<file path="src/rtl/tiny_risc_pkg.sv">
// tiny_risc_pkg: state, opcode and ALU-function encodings shared by the controller, datapath and bench
package tiny_risc_pkg;
  typedef enum logic [3:0] {S_RST, S_F1, S_F2, S_DEC, S_RD, S_EX, S_WR, S_JMP, S_HALT} state_t;
  typedef enum logic [1:0] {ALU_PASS, ALU_ADD, ALU_SUB, ALU_AND} alu_sel_t;
  localparam logic [2:0] OP_LDA = 3'b000, OP_STA = 3'b001, OP_ADD = 3'b010, OP_JMP = 3'b011;
  localparam logic [2:0] OP_SUB = 3'b100, OP_AND = 3'b101, OP_JZ = 3'b110, OP_HLT = 3'b111;
  localparam logic [3:0] FN_PASS = 4'b1000, FN_ADD = 4'b0100, FN_SUB = 4'b0010, FN_AND = 4'b0001;
  typedef struct packed {
    logic rd_mem, wr_mem, ir_on_adr, pc_on_adr, dbus_on_data, data_on_dbus;
    logic ld_ir, ld_ac, ld_pc, inc_pc, clr_pc;
    logic pass, add, sub, and_op, alu_on_dbus, halted;
  } ctrl_t;
  function automatic alu_sel_t alu_sel(logic [2:0] op);
    return op == OP_ADD ? ALU_ADD : op == OP_SUB ? ALU_SUB : op == OP_AND ? ALU_AND : ALU_PASS;
  endfunction
  function automatic logic [3:0] alu_fn(alu_sel_t a);
    return a == ALU_ADD ? FN_ADD : a == ALU_SUB ? FN_SUB : a == ALU_AND ? FN_AND : FN_PASS;
  endfunction
  function automatic state_t dec_next(logic [2:0] op, logic ac_zero);
    return (op == OP_LDA || op == OP_ADD || op == OP_SUB || op == OP_AND) ? S_RD :
           op == OP_STA ? S_WR : op == OP_JMP ? S_JMP :
           op == OP_JZ ? (ac_zero ? S_JMP : S_F1) : S_HALT;
  endfunction
  function automatic ctrl_t decode(state_t s, alu_sel_t a);
    ctrl_t c;
    c = '0;
    case (s)
      S_RST: c.clr_pc = 1'b1;
      S_F1: {c.pc_on_adr, c.rd_mem} = 2'b11;
      S_F2: {c.pc_on_adr, c.rd_mem, c.data_on_dbus, c.ld_ir, c.inc_pc} = 5'b11111;
      S_DEC: c.ir_on_adr = 1'b1;
      S_RD: {c.ir_on_adr, c.rd_mem} = 2'b11;
      S_EX: begin
        {c.ir_on_adr, c.rd_mem, c.data_on_dbus, c.ld_ac} = 4'b1111;
        {c.pass, c.add, c.sub, c.and_op} = alu_fn(a);
      end
      S_WR: {c.ir_on_adr, c.pass, c.alu_on_dbus, c.dbus_on_data, c.wr_mem} = 5'b11111;
      S_JMP: {c.ir_on_adr, c.ld_pc} = 2'b11;
      default: c.halted = 1'b1;
    endcase
    return c;
  endfunction
endpackage

</file>
<file path="src/rtl/tiny_risc_controller_if.sv">
// tiny_risc_controller_if: opcode/status inputs and datapath/memory strobes of the control unit
interface tiny_risc_controller_if #(parameter int OPC_W = 3);
  logic [OPC_W-1:0] op_code;
  logic mem_rdy, ac_zero;
  logic rd_mem, wr_mem, ir_on_adr, pc_on_adr, dbus_on_data, data_on_dbus;
  logic ld_ir, ld_ac, ld_pc, inc_pc, clr_pc;
  logic pass, add, sub, and_op, alu_on_dbus;
  logic instr_done, halted, bus_err, ill_op;
  modport master (
    input op_code, mem_rdy, ac_zero,
    output rd_mem, wr_mem, ir_on_adr, pc_on_adr, dbus_on_data, data_on_dbus,
    output ld_ir, ld_ac, ld_pc, inc_pc, clr_pc, pass, add, sub, and_op, alu_on_dbus,
    output instr_done, halted, bus_err, ill_op
  );
  modport slave (
    output op_code, mem_rdy, ac_zero,
    input rd_mem, wr_mem, ir_on_adr, pc_on_adr, dbus_on_data, data_on_dbus,
    input ld_ir, ld_ac, ld_pc, inc_pc, clr_pc, pass, add, sub, and_op, alu_on_dbus,
    input instr_done, halted, bus_err, ill_op
  );
endinterface

</file>
<file path="src/rtl/tiny_risc_wait_timer.sv">
// tiny_risc_wait_timer: counts consecutive memory wait cycles and flags the bus timeout
module tiny_risc_wait_timer #(
  parameter int WAIT_MAX = 15
) (
  input  logic clk,
  input  logic reset,
  input  logic waiting,
  output logic timeout
);
  localparam int CW = WAIT_MAX > 0 ? $clog2(WAIT_MAX + 1) : 1;
  localparam logic [CW-1:0] LIMIT = CW'(WAIT_MAX);
  logic [CW-1:0] cnt;
  // Any cycle without a stall (ready, or outside a wait state) restarts the count.
  always_ff @(posedge clk or negedge reset) begin
    if (!reset) cnt <= '0;
    else cnt <= !waiting ? '0 : cnt == LIMIT ? cnt : cnt + 1'b1;
  end
  assign timeout = WAIT_MAX > 0 && waiting && cnt == LIMIT;
endmodule

</file>
<file path="src/rtl/tiny_risc_controller.sv">
// tiny_risc_controller: Moore FSM sequencing fetch/decode/execute with wait states, timeout and traps
module tiny_risc_controller
  import tiny_risc_pkg::*;
#(
  parameter int OPC_W        = 3,
  parameter int WAIT_MAX     = 15,
  parameter int RESET_CYCLES = 2
) (
  input logic clk,
  input logic reset,
  tiny_risc_controller_if.master bus
);
  localparam int RW = $clog2(RESET_CYCLES + 1);
  state_t state, state_nx;
  alu_sel_t op_q;
  ctrl_t ctl;
  logic [RW-1:0] rst_cnt;
  logic waiting, timeout, ill, done_q, err_q, ill_q;
  assign waiting = (state == S_F1 || state == S_RD || state == S_WR) && !bus.mem_rdy;
  assign ill = (bus.op_code >> 3) != '0;
  tiny_risc_wait_timer #(.WAIT_MAX(WAIT_MAX)) u_timer (
    .clk(clk),
    .reset(reset),
    .waiting(waiting),
    .timeout(timeout)
  );
  always_comb begin
    state_nx = state;
    case (state)
      S_RST: state_nx = rst_cnt == RW'(RESET_CYCLES - 1) ? S_F1 : S_RST;
      S_F1: state_nx = bus.mem_rdy ? S_F2 : timeout ? S_HALT : S_F1;
      S_F2: state_nx = S_DEC;
      S_DEC: state_nx = ill ? S_HALT : dec_next(bus.op_code[2:0], bus.ac_zero);
      S_RD: state_nx = bus.mem_rdy ? S_EX : timeout ? S_HALT : S_RD;
      S_EX, S_JMP: state_nx = S_F1;
      S_WR: state_nx = bus.mem_rdy ? S_F1 : timeout ? S_HALT : S_WR;
      default: state_nx = S_HALT;
    endcase
  end
  // Strobes are decoded from the next state so they register alongside it.
  always_ff @(posedge clk or negedge reset) begin
    if (!reset) begin
      state <= S_RST;
      rst_cnt <= '0;
      op_q <= ALU_PASS;
      ctl <= decode(S_RST, ALU_PASS);
      done_q <= 1'b0;
      err_q <= 1'b0;
      ill_q <= 1'b0;
    end else begin
      state <= state_nx;
      rst_cnt <= state == S_RST ? rst_cnt + 1'b1 : '0;
      op_q <= state == S_DEC ? alu_sel(bus.op_code[2:0]) : op_q;
      ctl <= decode(state_nx, op_q);
      done_q <= state_nx == S_F1 && state inside {S_DEC, S_EX, S_WR, S_JMP};
      err_q <= err_q | timeout;
      ill_q <= ill_q | (state == S_DEC && ill);
    end
  end
  assign {bus.rd_mem, bus.wr_mem, bus.ir_on_adr, bus.pc_on_adr, bus.dbus_on_data, bus.data_on_dbus,
          bus.ld_ir, bus.ld_ac, bus.ld_pc, bus.inc_pc, bus.clr_pc,
          bus.pass, bus.add, bus.sub, bus.and_op, bus.alu_on_dbus, bus.halted} = ctl;
  assign bus.instr_done = done_q;
  assign bus.bus_err = err_q;
  assign bus.ill_op = ill_q;
endmodule

</file>
<file path="src/flat_wrapper.sv">
// flat-port wrapper written by rule: the top's interface ports become plain ports
module tiny_risc_controller_flat import tiny_risc_pkg::*;
#(
  parameter int OPC_W        = 3,
  parameter int WAIT_MAX     = 15,
  parameter int RESET_CYCLES = 2
)
  (clk, reset, bus_op_code, bus_mem_rdy, bus_ac_zero, bus_rd_mem, bus_wr_mem, bus_ir_on_adr, bus_pc_on_adr, bus_dbus_on_data, bus_data_on_dbus, bus_ld_ir, bus_ld_ac, bus_ld_pc, bus_inc_pc, bus_clr_pc, bus_pass, bus_add, bus_sub, bus_and_op, bus_alu_on_dbus, bus_instr_done, bus_halted, bus_bus_err, bus_ill_op);
  tiny_risc_controller_if #(.OPC_W(OPC_W)) bus_i ();
  input logic clk;
  input logic reset;
  input wire logic [$bits(bus_i.op_code)-1:0] bus_op_code;
  input wire logic [$bits(bus_i.mem_rdy)-1:0] bus_mem_rdy;
  input wire logic [$bits(bus_i.ac_zero)-1:0] bus_ac_zero;
  output wire logic [$bits(bus_i.rd_mem)-1:0] bus_rd_mem;
  output wire logic [$bits(bus_i.wr_mem)-1:0] bus_wr_mem;
  output wire logic [$bits(bus_i.ir_on_adr)-1:0] bus_ir_on_adr;
  output wire logic [$bits(bus_i.pc_on_adr)-1:0] bus_pc_on_adr;
  output wire logic [$bits(bus_i.dbus_on_data)-1:0] bus_dbus_on_data;
  output wire logic [$bits(bus_i.data_on_dbus)-1:0] bus_data_on_dbus;
  output wire logic [$bits(bus_i.ld_ir)-1:0] bus_ld_ir;
  output wire logic [$bits(bus_i.ld_ac)-1:0] bus_ld_ac;
  output wire logic [$bits(bus_i.ld_pc)-1:0] bus_ld_pc;
  output wire logic [$bits(bus_i.inc_pc)-1:0] bus_inc_pc;
  output wire logic [$bits(bus_i.clr_pc)-1:0] bus_clr_pc;
  output wire logic [$bits(bus_i.pass)-1:0] bus_pass;
  output wire logic [$bits(bus_i.add)-1:0] bus_add;
  output wire logic [$bits(bus_i.sub)-1:0] bus_sub;
  output wire logic [$bits(bus_i.and_op)-1:0] bus_and_op;
  output wire logic [$bits(bus_i.alu_on_dbus)-1:0] bus_alu_on_dbus;
  output wire logic [$bits(bus_i.instr_done)-1:0] bus_instr_done;
  output wire logic [$bits(bus_i.halted)-1:0] bus_halted;
  output wire logic [$bits(bus_i.bus_err)-1:0] bus_bus_err;
  output wire logic [$bits(bus_i.ill_op)-1:0] bus_ill_op;
  assign bus_i.op_code = bus_op_code;
  assign bus_i.mem_rdy = bus_mem_rdy;
  assign bus_i.ac_zero = bus_ac_zero;
  assign bus_rd_mem = bus_i.rd_mem;
  assign bus_wr_mem = bus_i.wr_mem;
  assign bus_ir_on_adr = bus_i.ir_on_adr;
  assign bus_pc_on_adr = bus_i.pc_on_adr;
  assign bus_dbus_on_data = bus_i.dbus_on_data;
  assign bus_data_on_dbus = bus_i.data_on_dbus;
  assign bus_ld_ir = bus_i.ld_ir;
  assign bus_ld_ac = bus_i.ld_ac;
  assign bus_ld_pc = bus_i.ld_pc;
  assign bus_inc_pc = bus_i.inc_pc;
  assign bus_clr_pc = bus_i.clr_pc;
  assign bus_pass = bus_i.pass;
  assign bus_add = bus_i.add;
  assign bus_sub = bus_i.sub;
  assign bus_and_op = bus_i.and_op;
  assign bus_alu_on_dbus = bus_i.alu_on_dbus;
  assign bus_instr_done = bus_i.instr_done;
  assign bus_halted = bus_i.halted;
  assign bus_bus_err = bus_i.bus_err;
  assign bus_ill_op = bus_i.ill_op;
  tiny_risc_controller #(.OPC_W(OPC_W), .WAIT_MAX(WAIT_MAX), .RESET_CYCLES(RESET_CYCLES)) u_core (.clk(clk), .reset(reset), .bus(bus_i));
endmodule
</file>
<file path="config.mk">
export PLATFORM = sky130hd
export DESIGN_NAME = tiny_risc_controller_flat
export DESIGN_NICKNAME = d
export VERILOG_FILES = /design/src/rtl/tiny_risc_pkg.sv /design/src/rtl/tiny_risc_controller_if.sv /design/src/rtl/tiny_risc_wait_timer.sv /design/src/rtl/tiny_risc_controller.sv /design/src/flat_wrapper.sv
export SDC_FILE = /design/constraint.sdc
export NUM_CORES = 1
export LEC_CHECK = 0
export ABC_CLOCK_PERIOD_IN_PS = 1900
export CORE_MARGIN = 5
export CORE_UTILIZATION = 30
export DETAILED_ROUTE_END_ITERATION = 8
export PLACE_DENSITY = 0.57
export SKIP_CTS_REPAIR_TIMING = 1
export SYNTH_ARGS = -nofsm -noshare
export SYNTH_HDL_FRONTEND = slang
export SYNTH_SLANG_ARGS = --single-unit
</file>
<file path="constraint.sdc">
create_clock -name clk -period 1.9 [get_ports clk]
set_input_delay 0.38 -clock clk [delete_from_list [all_inputs] [get_ports clk]]
set_output_delay 0.38 -clock clk [all_outputs]
set_load 0.01 [all_outputs]
</file>
==> impl_metrics.csv <==
group,metric,value,unit
outcome,status,"completed",
finish,multi_input_area,593.1,sq um
clock_network,cts-root-buf,"clkbuf_8",
critical_path,r2r_setup_slack,0.13,ns
placement,postPlaceCellArea,1750,sq um
global_route,track_usage,9.620,%
route,ant_nets,0,
synthesis,yosys-top-cells-count,"27 x dfrtp_1, 12 x nor2_1, 6 x nand2_1, 6 x o21ai_0",
critical_path,criticalPathCategory,"primary input to register",
synthesis,synthTopCellsByArea,"dfrtp_1 49%, nor2_1 3.3%, buf_4 2.7%",
placement,place_ws,-0.2008,ns
synthesis,ys_ff_latch,28,
floorplanning,start_util,31.14,%
pwr,cellPowerDensity,1234,nW/um^2
finish,drive_above_1_share,24.05,%
clock_network,clock_latency,0.28,ns
synthesis,synthArstFlopShare,100.0,%
critical_path,arrival,1.98,ns
clock_network,htreeDepth,1,
critical_path,critPathLaunchType,"primary input",
sta,hold_slack,0.4461,ns
flow_run,cap_violations,0,
synthesis,synth_edf_count,0,
sta,post-route-period-util,94.77,%
hold_path,hold_class,"register to register",
global_route,grt_start_max_net_pins,29,
route,drt-vias-per-instance,4.719,
clock_network,cts_tree,"built",
critical_path,critPathSlowestCell,"clkdlybuf4s50_1",
critical_path,cp_cell_sequence,"clkdlybuf4s50_1, nor2_1, nand4_1, nand3b_4, or3_4, a2111oi_4",
sta,setup_viol,0,
clock_network,cts_buffer_depth,2,
route,wirelength,2696,um
route,dr_total_vias,991,
synthesis,synth_top_cell_area_share,49.50,%
floorplanning,rows,24,
critical_path,cp.required,2.08,ns
route,drt_iter0_drc,35,
pwr,p_total,2.260,mW
floorplanning,die_y,77.46,um
finish,nFillCells,419,
synthesis,synthFlopType,"dfrtp_1",
global_route,grt_overflow,0,
floorplanning,io_pins,27,
finish,final_nets,168,
floorplanning,fp.coreArea,4384,sq um
placement,gp_congestion,0.7613,
finish,finalInstanceArea,1832,sq um
clock_network,cts_made_buffers,3,
global_route,antenna_found_initial,0,
pwr,ir_worst_vdd,0.7787,mV
synthesis,ys_seq_area_share,51.42,%
global_route,grt_pass1_vias,986,
pwr,leakage,0.8171,nW
critical_path,critPathMaxFanout,8,
global_route,grt_first_pass_wirelength,4671,um
sta,rsz0062_at_grt,"yes",
finish,finish.utilization,41.78,%
critical_path,max_stage_delay,0.61,ns
synthesis,synth_cells,119,
sta,skew,0.002776,ns
synthesis,synth.most_common_cell,"dfrtp_1",
sta,fin_ws,0.09931,ns
route,wl_per_cell,12.84,um
floorplanning,die-area,5999,sq um
critical_path,cp-end-kind,"register",
synthesis,yosysWarnings,0,
sta,fmax,555.3,MHz
sta,final-hold-violation-count,0,
sta,layout_min_cycle_time,1.801,ns
synthesis,synth_cell_types,47,
finish,area_growth,34.19,%
clock_network,clkTransAtPathRegs,0.09,ns
critical_path,critPathTopFamily,"simple AND/OR/NAND/NOR gates",
route,dr.pass1.iters,4,
critical_path,critPathBufInv,1,
sta,slew_viol_final,0,
finish,seq_area,701.9,sq um
clock_network,clkSinkCount,28,
synthesis,syn_area,1365,sq um
synthesis,yosysTopAreaCell,"dfrtp_1",
placement,numPortBuffers,25,
placement,dp_hpwl,2101,um
floorplanning,fp.dieW,77.46,um
synthesis,synth.avg_cell_area,11.47,sq um
finish,antenna_cells,0,
route,drc_errors,0,
synthesis,synth_fp_nets,128,
-- cell type report --
type,count,area share [%]
Timing Repair Buffer,43,21.04
Inverter,4,0.8197
Multi-Input combinational cell,79,32.38
Tap cell,52,3.552
Clock buffer,3,2.254
Sequential cell,28,38.32
Clock inverter,1,1.639
-- layout by cell type (no fill, tap or decap), types with 3 or more instances in the layout --
cell,instances
o21ai_0,5
buf_4,18
nor2b_1,3
nor2_1,12
o21ai_1,3
inv_1,3
clkdlybuf4s50_1,25
nor3_1,5
nand2b_1,3
dfrtp_1,27
nor3b_1,4
clkbuf_8,3
nand2_1,6
-- flip-flops by register name (all words and copies together) (netlist names) --
signal,flops
u_core.bus.clr_pc,1
u_core.u_timer.cnt,4
u_core.bus.pass,1
u_core.bus.add,1
u_core.bus.and_op,1
u_core.bus.wr_mem,1
u_core.bus.bus_err,1
u_core.bus.sub,1
u_core.bus.rd_mem,1
u_core.bus.ld_ir,1
u_core.op_q,2
u_core.bus.halted,1
u_core.state,4
u_core.bus.data_on_dbus,1
u_core.bus.ir_on_adr,1
u_core.rst_cnt,2
u_core.bus.ld_pc,1
u_core.bus.ld_ac,1
u_core.bus.pc_on_adr,1
u_core.bus.instr_done,1
-- through the flow --
| stage | cells | TNS, ns |
|---|---|---|
| after floorplan | 119 | 0 |
| after global placement | 206 | -0.4008 |
| after detailed placement | 206 | -0.4908 |
| after CTS | 210 | 0 |
| after global routing | 210 | -0.01214 |
| final | 210 | 0 |
-- where the power goes --
| part | total (mW) | switching (mW) | internal [mW] |
|---|---|---|---|
| registers | 0.843 | 0.104 | 0.739 |
| clock network | 0.472 | 0.189 | 0.282 |
| logic | 0.945 | 0.444 | 0.502 |
| total | 2.26 | 0.737 | 1.52 |
-- final timing paths --
path,startpoint,to,cells past startpoint
worst min register to register,u_core.rst_cnt[0]$_DFF_PN0_,u_core.rst_cnt[0]$_DFF_PN0_,1
worst min-delay path,u_core.rst_cnt[0]$_DFF_PN0_,u_core.rst_cnt[0]$_DFF_PN0_,1
worst max register to register,u_core.state[2]$_DFF_PN0_,u_core.bus.instr_done$_DFF_PN0_,5
max in group asynchronous,reset,u_core.bus.clr_pc$_DFF_PN1_,2
worst max-delay path,bus_mem_rdy,u_core.bus.instr_done$_DFF_PN0_,6
min in group asynchronous,reset,u_core.bus.ld_ir$_DFF_PN0_,2
-- logic make-up after synthesis --
group | after synthesis | share of synthesized area, %
and+or+nand+nor | 50 | 24.11
DFF | 28 | 51.42
other | 1 | 0.2747
xor gates and xnor gates | 2 | 1.283
adders and majority gates | 2 | 1.833
muxes | 2 | 1.558
AOI/OAI and AO/OA | 22 | 13.66
buffers and inverters | 12 | 5.866
-- metal layers --
layer  up-vias  routed length, um  track usage, %
met5         -                  0               0
met2        20               1283           15.66
li1        488                  -               -
met4         0                 56           4.124
met1       476               1227           11.57
met3         7                129           3.241
Power figures use the tool's default switching activity.
